<file path="src/rtl/arm_pkg.sv">
// Shared types and default parameters for the CPU / camera RAM port arbiter.
package arm_pkg;

    localparam int unsigned DEF_ADDR_W      = 10;
    localparam int unsigned DEF_DATA_W      = 32;
    localparam int unsigned DEF_FIFO_DEPTH  = 8;
    localparam int unsigned DEF_FRAME_BASE  = 512;
    localparam int unsigned DEF_FRAME_WORDS = 256;

    typedef enum logic [1:0] {
        IDLE,
        CAPTURE,
        FLUSH,
        DONE
    } arb_state_t;

    typedef enum logic [1:0] {
        GNT_NONE,
        GNT_CPU,
        GNT_CAM
    } arb_grant_t;

endpackage

</file>
<file path="src/rtl/ram_port_arbiter_if.sv">
// CPU data port, camera stream, RAM port and status signals of the arbiter.
interface ram_port_arbiter_if
    import arm_pkg::*;
#(
    parameter int unsigned ADDR_W = DEF_ADDR_W,
    parameter int unsigned DATA_W = DEF_DATA_W
);

    logic [ADDR_W-1:0] cpu_addr;
    logic [DATA_W-1:0] cpu_wdata;
    logic              cpu_we;
    logic              cpu_re;
    logic [DATA_W-1:0] cpu_rdata;
    logic              cpu_stall;

    logic              cam_frame_start;
    logic              cam_valid;
    logic [DATA_W-1:0] cam_data;
    logic              cam_ready;

    logic [ADDR_W-1:0] ram_addr;
    logic [DATA_W-1:0] ram_wdata;
    logic              ram_we;
    logic [DATA_W-1:0] ram_q;

    logic              frame_done;
    logic              cam_drop;
    logic              busy;

    // Arbiter side.
    modport slave (
        input  cpu_addr, cpu_wdata, cpu_we, cpu_re,
        input  cam_frame_start, cam_valid, cam_data,
        input  ram_q,
        output cpu_rdata, cpu_stall, cam_ready,
        output ram_addr, ram_wdata, ram_we,
        output frame_done, cam_drop, busy
    );

    // CPU, camera and RAM side.
    modport master (
        output cpu_addr, cpu_wdata, cpu_we, cpu_re,
        output cam_frame_start, cam_valid, cam_data,
        output ram_q,
        input  cpu_rdata, cpu_stall, cam_ready,
        input  ram_addr, ram_wdata, ram_we,
        input  frame_done, cam_drop, busy
    );

endinterface

</file>
<file path="src/rtl/sync_fifo.sv">
// Single-clock FIFO; a push into a full FIFO is taken only alongside a pop.
module sync_fifo #(
    parameter int unsigned DATA_W     = 32,
    parameter int unsigned FIFO_DEPTH = 8
) (
    input  logic                               clk,
    input  logic                               rst_n,
    input  logic                               push,
    input  logic                               pop,
    input  logic [DATA_W-1:0]                  din,
    output logic [DATA_W-1:0]                  dout,
    output logic [$clog2(FIFO_DEPTH+1)-1:0]    count,
    output logic                               full,
    output logic                               empty
);

    localparam int unsigned PTR_W = (FIFO_DEPTH > 1) ? $clog2(FIFO_DEPTH) : 1;
    localparam int unsigned CNT_W = $clog2(FIFO_DEPTH + 1);

    logic [DATA_W-1:0] mem [FIFO_DEPTH];
    logic [PTR_W-1:0]  rd_ptr;
    logic [PTR_W-1:0]  wr_ptr;
    logic [CNT_W-1:0]  cnt;
    logic              do_push;
    logic              do_pop;

    assign full    = (cnt == CNT_W'(FIFO_DEPTH));
    assign empty   = (cnt == '0);
    assign count   = cnt;
    assign dout    = mem[rd_ptr];
    assign do_pop  = pop && !empty;
    assign do_push = push && (!full || do_pop);

    // Pointers wrap naturally because the depth is a power of two.
    always_ff @(posedge clk or negedge rst_n) begin
        if (!rst_n) begin
            rd_ptr <= '0;
            wr_ptr <= '0;
            cnt    <= '0;
        end else begin
            if (do_push) begin
                wr_ptr <= wr_ptr + PTR_W'(1);
            end
            if (do_pop) begin
                rd_ptr <= rd_ptr + PTR_W'(1);
            end
            case ({do_push, do_pop})
                2'b10:   cnt <= cnt + CNT_W'(1);
                2'b01:   cnt <= cnt - CNT_W'(1);
                default: cnt <= cnt;
            endcase
        end
    end

    always_ff @(posedge clk) begin
        if (do_push) begin
            mem[wr_ptr] <= din;
        end
    end

endmodule

</file>
<file path="src/rtl/ram_port_arbiter.sv">
// Shares one RAM port between the CPU data port (priority) and a buffered
// camera stream written into a frame-buffer region on idle RAM cycles.
module ram_port_arbiter
    import arm_pkg::*;
#(
    parameter int unsigned ADDR_W      = DEF_ADDR_W,
    parameter int unsigned DATA_W      = DEF_DATA_W,
    parameter int unsigned FIFO_DEPTH  = DEF_FIFO_DEPTH,
    parameter int unsigned FRAME_BASE  = DEF_FRAME_BASE,
    parameter int unsigned FRAME_WORDS = DEF_FRAME_WORDS
) (
    input  logic              clk,
    input  logic              reset,
    ram_port_arbiter_if.slave bus
);

    localparam int unsigned IDX_W = $clog2(FRAME_WORDS + 1);
    localparam int unsigned CNT_W = $clog2(FIFO_DEPTH + 1);

    arb_state_t        state;
    arb_state_t        state_nxt;
    arb_grant_t        grant_c;

    logic [IDX_W-1:0]  acc_cnt;
    logic [IDX_W-1:0]  wr_idx;
    logic              cam_drop_q;

    logic [CNT_W-1:0]  fifo_count;
    logic              fifo_full;
    logic              fifo_empty;
    logic [DATA_W-1:0] fifo_dout;
    logic              push;
    logic              pop;
    logic              ready_c;
    logic              cpu_req;

    assign cpu_req = bus.cpu_we || bus.cpu_re;

    sync_fifo #(
        .DATA_W     (DATA_W),
        .FIFO_DEPTH (FIFO_DEPTH)
    ) u_fifo (
        .clk   (clk),
        .rst_n (reset),
        .push  (push),
        .pop   (pop),
        .din   (bus.cam_data),
        .dout  (fifo_dout),
        .count (fifo_count),
        .full  (fifo_full),
        .empty (fifo_empty)
    );

    // State, frame counters and the sticky drop flag.
    always_ff @(posedge clk or negedge reset) begin
        if (!reset) begin
            state      <= IDLE;
            acc_cnt    <= '0;
            wr_idx     <= '0;
            cam_drop_q <= 1'b0;
        end else begin
            state <= state_nxt;
            if (state == IDLE && bus.cam_frame_start) begin
                acc_cnt <= '0;
                wr_idx  <= '0;
            end else begin
                if (push) begin
                    acc_cnt <= acc_cnt + IDX_W'(1);
                end
                if (pop && wr_idx != IDX_W'(FRAME_WORDS - 1)) begin
                    wr_idx <= wr_idx + IDX_W'(1);
                end
            end
            if (bus.cam_valid && !ready_c) begin
                cam_drop_q <= 1'b1;
            end
        end
    end

    // Grant mux, FIFO handshake and next state. RAM outputs are held at zero
    // while reset is asserted so the RAM sees no stray access.
    always_comb begin
        state_nxt     = state;
        grant_c       = GNT_NONE;
        pop           = 1'b0;
        push          = 1'b0;
        ready_c       = 1'b0;
        bus.cpu_stall = 1'b0;
        bus.cam_ready = 1'b0;
        bus.ram_addr  = '0;
        bus.ram_wdata = '0;
        bus.ram_we    = 1'b0;

        if (fifo_full) begin
            grant_c = GNT_CAM;
        end else if (cpu_req) begin
            grant_c = GNT_CPU;
        end else if (!fifo_empty) begin
            grant_c = GNT_CAM;
        end

        if (reset) begin
            case (grant_c)
                GNT_CPU: begin
                    bus.ram_addr  = bus.cpu_addr;
                    bus.ram_wdata = bus.cpu_wdata;
                    bus.ram_we    = bus.cpu_we;
                end
                GNT_CAM: begin
                    bus.ram_addr  = ADDR_W'(FRAME_BASE) + ADDR_W'(wr_idx);
                    bus.ram_wdata = fifo_dout;
                    bus.ram_we    = 1'b1;
                    bus.cpu_stall = cpu_req;
                    pop           = 1'b1;
                end
                default: begin
                    bus.ram_addr = bus.cpu_addr;
                end
            endcase

            ready_c       = (state == CAPTURE) &&
                            ((fifo_count < CNT_W'(FIFO_DEPTH)) || pop);
            push          = bus.cam_valid && ready_c;
            bus.cam_ready = ready_c;
        end

        case (state)
            IDLE: begin
                if (bus.cam_frame_start) begin
                    state_nxt = CAPTURE;
                end
            end
            CAPTURE: begin
                if (push && acc_cnt == IDX_W'(FRAME_WORDS - 1)) begin
                    state_nxt = FLUSH;
                end
            end
            FLUSH: begin
                if (fifo_empty) begin
                    state_nxt = DONE;
                end
            end
            DONE: begin
                state_nxt = IDLE;
            end
            default: begin
                state_nxt = IDLE;
            end
        endcase
    end

    assign bus.cpu_rdata  = bus.ram_q;
    assign bus.frame_done = (state == DONE);
    assign bus.busy       = (state != IDLE);
    assign bus.cam_drop   = cam_drop_q;

endmodule
</file>
<file path="src/flat_wrapper.sv">
// flat-port wrapper written by rule: the top's interface ports become plain ports
module ram_port_arbiter_flat import arm_pkg::*;
#(
    parameter int unsigned ADDR_W      = DEF_ADDR_W,
    parameter int unsigned DATA_W      = DEF_DATA_W,
    parameter int unsigned FIFO_DEPTH  = DEF_FIFO_DEPTH,
    parameter int unsigned FRAME_BASE  = DEF_FRAME_BASE,
    parameter int unsigned FRAME_WORDS = DEF_FRAME_WORDS
)
  (clk, reset, bus_cpu_addr, bus_cpu_wdata, bus_cpu_we, bus_cpu_re, bus_cam_frame_start, bus_cam_valid, bus_cam_data, bus_ram_q, bus_cpu_rdata, bus_cpu_stall, bus_cam_ready, bus_ram_addr, bus_ram_wdata, bus_ram_we, bus_frame_done, bus_cam_drop, bus_busy);
  ram_port_arbiter_if #(.ADDR_W(ADDR_W), .DATA_W(DATA_W)) bus_i ();
  input  logic clk;
  input  logic reset;
  input wire logic [$bits(bus_i.cpu_addr)-1:0] bus_cpu_addr;
  input wire logic [$bits(bus_i.cpu_wdata)-1:0] bus_cpu_wdata;
  input wire logic [$bits(bus_i.cpu_we)-1:0] bus_cpu_we;
  input wire logic [$bits(bus_i.cpu_re)-1:0] bus_cpu_re;
  input wire logic [$bits(bus_i.cam_frame_start)-1:0] bus_cam_frame_start;
  input wire logic [$bits(bus_i.cam_valid)-1:0] bus_cam_valid;
  input wire logic [$bits(bus_i.cam_data)-1:0] bus_cam_data;
  input wire logic [$bits(bus_i.ram_q)-1:0] bus_ram_q;
  output wire logic [$bits(bus_i.cpu_rdata)-1:0] bus_cpu_rdata;
  output wire logic [$bits(bus_i.cpu_stall)-1:0] bus_cpu_stall;
  output wire logic [$bits(bus_i.cam_ready)-1:0] bus_cam_ready;
  output wire logic [$bits(bus_i.ram_addr)-1:0] bus_ram_addr;
  output wire logic [$bits(bus_i.ram_wdata)-1:0] bus_ram_wdata;
  output wire logic [$bits(bus_i.ram_we)-1:0] bus_ram_we;
  output wire logic [$bits(bus_i.frame_done)-1:0] bus_frame_done;
  output wire logic [$bits(bus_i.cam_drop)-1:0] bus_cam_drop;
  output wire logic [$bits(bus_i.busy)-1:0] bus_busy;
  assign bus_i.cpu_addr = bus_cpu_addr;
  assign bus_i.cpu_wdata = bus_cpu_wdata;
  assign bus_i.cpu_we = bus_cpu_we;
  assign bus_i.cpu_re = bus_cpu_re;
  assign bus_i.cam_frame_start = bus_cam_frame_start;
  assign bus_i.cam_valid = bus_cam_valid;
  assign bus_i.cam_data = bus_cam_data;
  assign bus_i.ram_q = bus_ram_q;
  assign bus_cpu_rdata = bus_i.cpu_rdata;
  assign bus_cpu_stall = bus_i.cpu_stall;
  assign bus_cam_ready = bus_i.cam_ready;
  assign bus_ram_addr = bus_i.ram_addr;
  assign bus_ram_wdata = bus_i.ram_wdata;
  assign bus_ram_we = bus_i.ram_we;
  assign bus_frame_done = bus_i.frame_done;
  assign bus_cam_drop = bus_i.cam_drop;
  assign bus_busy = bus_i.busy;
  ram_port_arbiter #(.ADDR_W(ADDR_W), .DATA_W(DATA_W), .FIFO_DEPTH(FIFO_DEPTH), .FRAME_BASE(FRAME_BASE), .FRAME_WORDS(FRAME_WORDS)) u_core (.clk(clk), .reset(reset), .bus(bus_i));
endmodule
</file>
<file path="config.mk">
export PLATFORM = sky130hd
export DESIGN_NAME = ram_port_arbiter_flat
export DESIGN_NICKNAME = d
export VERILOG_FILES = /design/src/rtl/arm_pkg.sv /design/src/rtl/ram_port_arbiter_if.sv /design/src/rtl/sync_fifo.sv /design/src/rtl/ram_port_arbiter.sv /design/src/flat_wrapper.sv
export SDC_FILE = /design/constraint.sdc
export NUM_CORES = 1
export LEC_CHECK = 0
export CELL_PAD_IN_SITES_DETAIL_PLACEMENT = 0
export CELL_PAD_IN_SITES_GLOBAL_PLACEMENT = 1
export CORE_ASPECT_RATIO = 1.4
export CORE_UTILIZATION = 41
export CTS_CLUSTER_DIAMETER = 200
export CTS_CLUSTER_SIZE = 30
export DETAILED_ROUTE_END_ITERATION = 10
export GPL_TIMING_DRIVEN = 0
export PLACE_DENSITY = 0.88
export SLEW_MARGIN = 10
export SYNTH_ARGS = -nofsm -noshare
export SYNTH_HDL_FRONTEND = slang
export SYNTH_SLANG_ARGS = --single-unit
</file>
<file path="constraint.sdc">
create_clock -name clk -period 5.4 [get_ports clk]
set_clock_uncertainty 0.2 [all_clocks]
set_input_delay 0.54 -clock clk [delete_from_list [all_inputs] [get_ports clk]]
set_output_delay 0.54 -clock clk [all_outputs]
set_load 0.01 [all_outputs]
</file>
==> reports/qor.csv <==
metric,value,unit
outcome,"complete, no violations",
"Hold Vio Cnt, Final",0,
top-count cell post-synth,edfxtp_1,
simple-gate portion of the synthesized area,0.0523,
post-synth net total,888,
commonest cells in the netlist,"256 x edfxtp_1, 74 x mux2i_1, 41 x nand2_1",
Max clock buf depth,3,
sequential-to-total area share from yosys stat,0.689,
layout cell share with drive strength beyond 1,0.136,
via count,7109,
R2R Setup Slk,1.38,ns
final net count,1084,
routed vias/inst,5.31,
CTS buffer count,13,
vias in the first global route,6957,
DIE AREA,30600,um2
largest net degree at the start of global routing,36,
P_leak,5.14,nW
pre-CTS setup slack,1.09,ns
Hold WC Path Type,in2async,
xor/xnor share of the synthesized area,0.0136,
critical path peak fanout,10,
FP Rows,74,
Final HPWL DP,18900,um
critical path launch point,u_core.u_fifo.count[1],
Final Util,0.512,
# Post-CTS Setup Buffers,0,
Final GP Congestion,0.772,
TritonCTS clock tree,yes,
Critical-path top delay cell,clkdlybuf4s50_1,
post-synth top area share,0.626,
Pwr Density,380,nW/um2
GRT overflow,0,
worst r2r dst,u_core.u_fifo.mem[1][7],
Final Non-Filler Cells,1340,
max_slew headroom,0.351,
1st-iter DRT viols,559,
clk_lat worst skew,0.49,ns
P&R area growth vs syn,22.3,%
R2R cell count,14,
Worst EP arrival,3.58,ns
final cycle utilization of the critical path,0.800,
post-synthesis mux area share,0.122,
crit end category,output port,
wire per inst,20.0,um
All-Layer GR Usage,0.177,
core area,29400,um2
TritonRoute pass-1 iters,5,
die width,148,um
post-route setup slack,1.08,ns
Mapped Area,12300,um2
"top cells by area, synth","edfxtp_1 63%, dfrtp_1 6.3%, mux2i_1 6.0%",
"Async S/R FF share, synth",0.108,
post-route cell area,15000,um2
Initial Utilization,0.418,
RSZ-0062 raised after global routing,false,
Clock Sinks,287,
largest area contributor in the netlist,edfxtp_1,
port bufs,159,
Post-synth EDFFs,256,
final setup fails,0,
Main synth FF type,edfxtp_1,
Die Ht,207,um
placed cell areas,14600,um2
Compound-Gate Fraction of Synth Area,0.0619,
Avg Synthesized Cell Area,16.2,um2
H-tree Lvls,1,
Final Critical Period,4.32,ns
Synth Register Bits,287,
"Data required, critical path",4.66,ns
Post-Route WL,26800,um
Slew @ Worst Pin,0.966,ns
global-route wire length before repair,40500,um
CP cell instances,"nor3_2, nand2_1, o21ai_0, ha_1, buf_4, clkbuf_1, o211ai_1, a21oi_1, clkdlybuf4s50_1",
Boundary Pins,192,
r2r startpoint,u_core.u_fifo.count[1],
hold_buf cts,1,
YS warnings,0,
fin. max-slew vios,0,
Yosys cell types,46,
cells after synthesis,760,
Peak supply drop,0.216,mV
dpl cells,1320,
Max Clock Freq,0.232,GHz
Max Cap Viol,0,
"Gates resized, CTS repair",0,
clock root cell,clkbuf_16,
CP max stage delay,0.57,ns
Routed Antenna Nets,0,
critical path class,reg2out,
crit start category,register,
CP endpoint,bus_ram_wdata[28],
Post-Synth Adder-Cell Area,0.0163,
"CTS clk-pin slew, worst paths",0.12,ns
largest family of logic cells by synthesized area,multiplexers,
initial antenna violation count,1,
drt drc,0,
power by group:
part	switching [W]	internal (W)	total, W
Sequential	0.0000739	0.00250	0.00257
Clock	0.000619	0.000455	0.00107
Combinational	0.00111	0.000941	0.00205
Total	0.00181	0.00389	0.00570
metrics by stage:
stage | power [W] | hold slack, ns | TNS (ns)
6_report | 0.00570 | 0.211 | 0
5_1_grt | 0.00598 | 0.214 | 0
4_1_cts | 0.00575 | 0.188 | 0
3_5_place_dp | 0.00470 | 0.172 | 0
3_3_place_gp | 0.00465 | 0.265 | -450.19
2_1_floorplan | 0.00395 | 0.0444 | 0
final cells by class:
cell class | instances | area, um2
clock buffer | 17 | 340
inverter | 12 | 45.0
clock inverter | 1 | 16.3
antenna | 1 | 2.50
timing repair buffer | 181 | 1850
tap | 380 | 475
multi-input combinational | 384 | 3320
buffer | 77 | 504
fill | 2391 | 14300
sequential | 287 | 8460
critical path: cells and delay by family (launching register included):
| family | cells | cell delay (ns) |
|---|---|---|
| fa+ha+maj | 1 | 0.20 |
| buf+inv | 3 | 1.32 |
| simple gates | 2 | 0.47 |
| flops | 1 | 0.46 |
| compound gates | 3 | 0.64 |
sequential cells by signal (all words and copies together), names as in the netlist:
register / cells
u_core.acc_cnt: 9
u_core.bus.cam_drop: 1
u_core.state: 2
u_core.u_fifo.count: 4
u_core.u_fifo.mem: 256
u_core.u_fifo.rd_ptr: 3
u_core.u_fifo.wr_ptr: 3
u_core.wr_idx: 9
metal layers:
layer	up-vias	global-route usage	share of wire
li1	3287	-	-
met1	3554	0.213	0.39
met2	237	0.327	0.54
met3	31	0.0180	0.048
met4	0	0.0596	0.026
met5	-	0	0
worst min path at each step:
stage,cells after the start,start,end
final,2,reset,u_core.wr_idx[6]
after global routing,2,reset,u_core.wr_idx[6]
after CTS,2,reset,u_core.wr_idx[6]
after detailed placement,1,reset,u_core.wr_idx[6]
after global placement,1,u_core.bus.cam_drop,u_core.bus.cam_drop
after floorplan,0,reset,u_core.acc_cnt[0]
logic make-up after synthesis:
family | Yosys count
AO/OA/AOI/OAI | 110
XOR/XNOR | 19
adder cells (fa/ha/maj) | 16
buffers and inverters | 89
flip-flops | 287
multiplexers | 109
AND/OR/NAND/NOR | 130
cells in the final DEF (no fill, tap or decap), types with 4 or more instances in the layout:
cell type          n
a21oi_1           30
a22oi_1           33
a32oi_1           11
and3_1             6
buf_4             50
buf_6             11
clkbuf_1          33
clkbuf_16         13
clkdlybuf4s50_1  158
dfrtp_1           31
edfxtp_1         256
ha_1              16
inv_1             11
mux2i_1           74
mux4_2            32
nand2_1           41
nand2b_1          14
nand4_1            6
nor2_1            29
nor2b_1           11
nor3_2             5
o211ai_1          22
o31ai_1            4
or4_1              4
xnor2_1            8
xor2_1            11
Power figures use the tool's default switching activity.
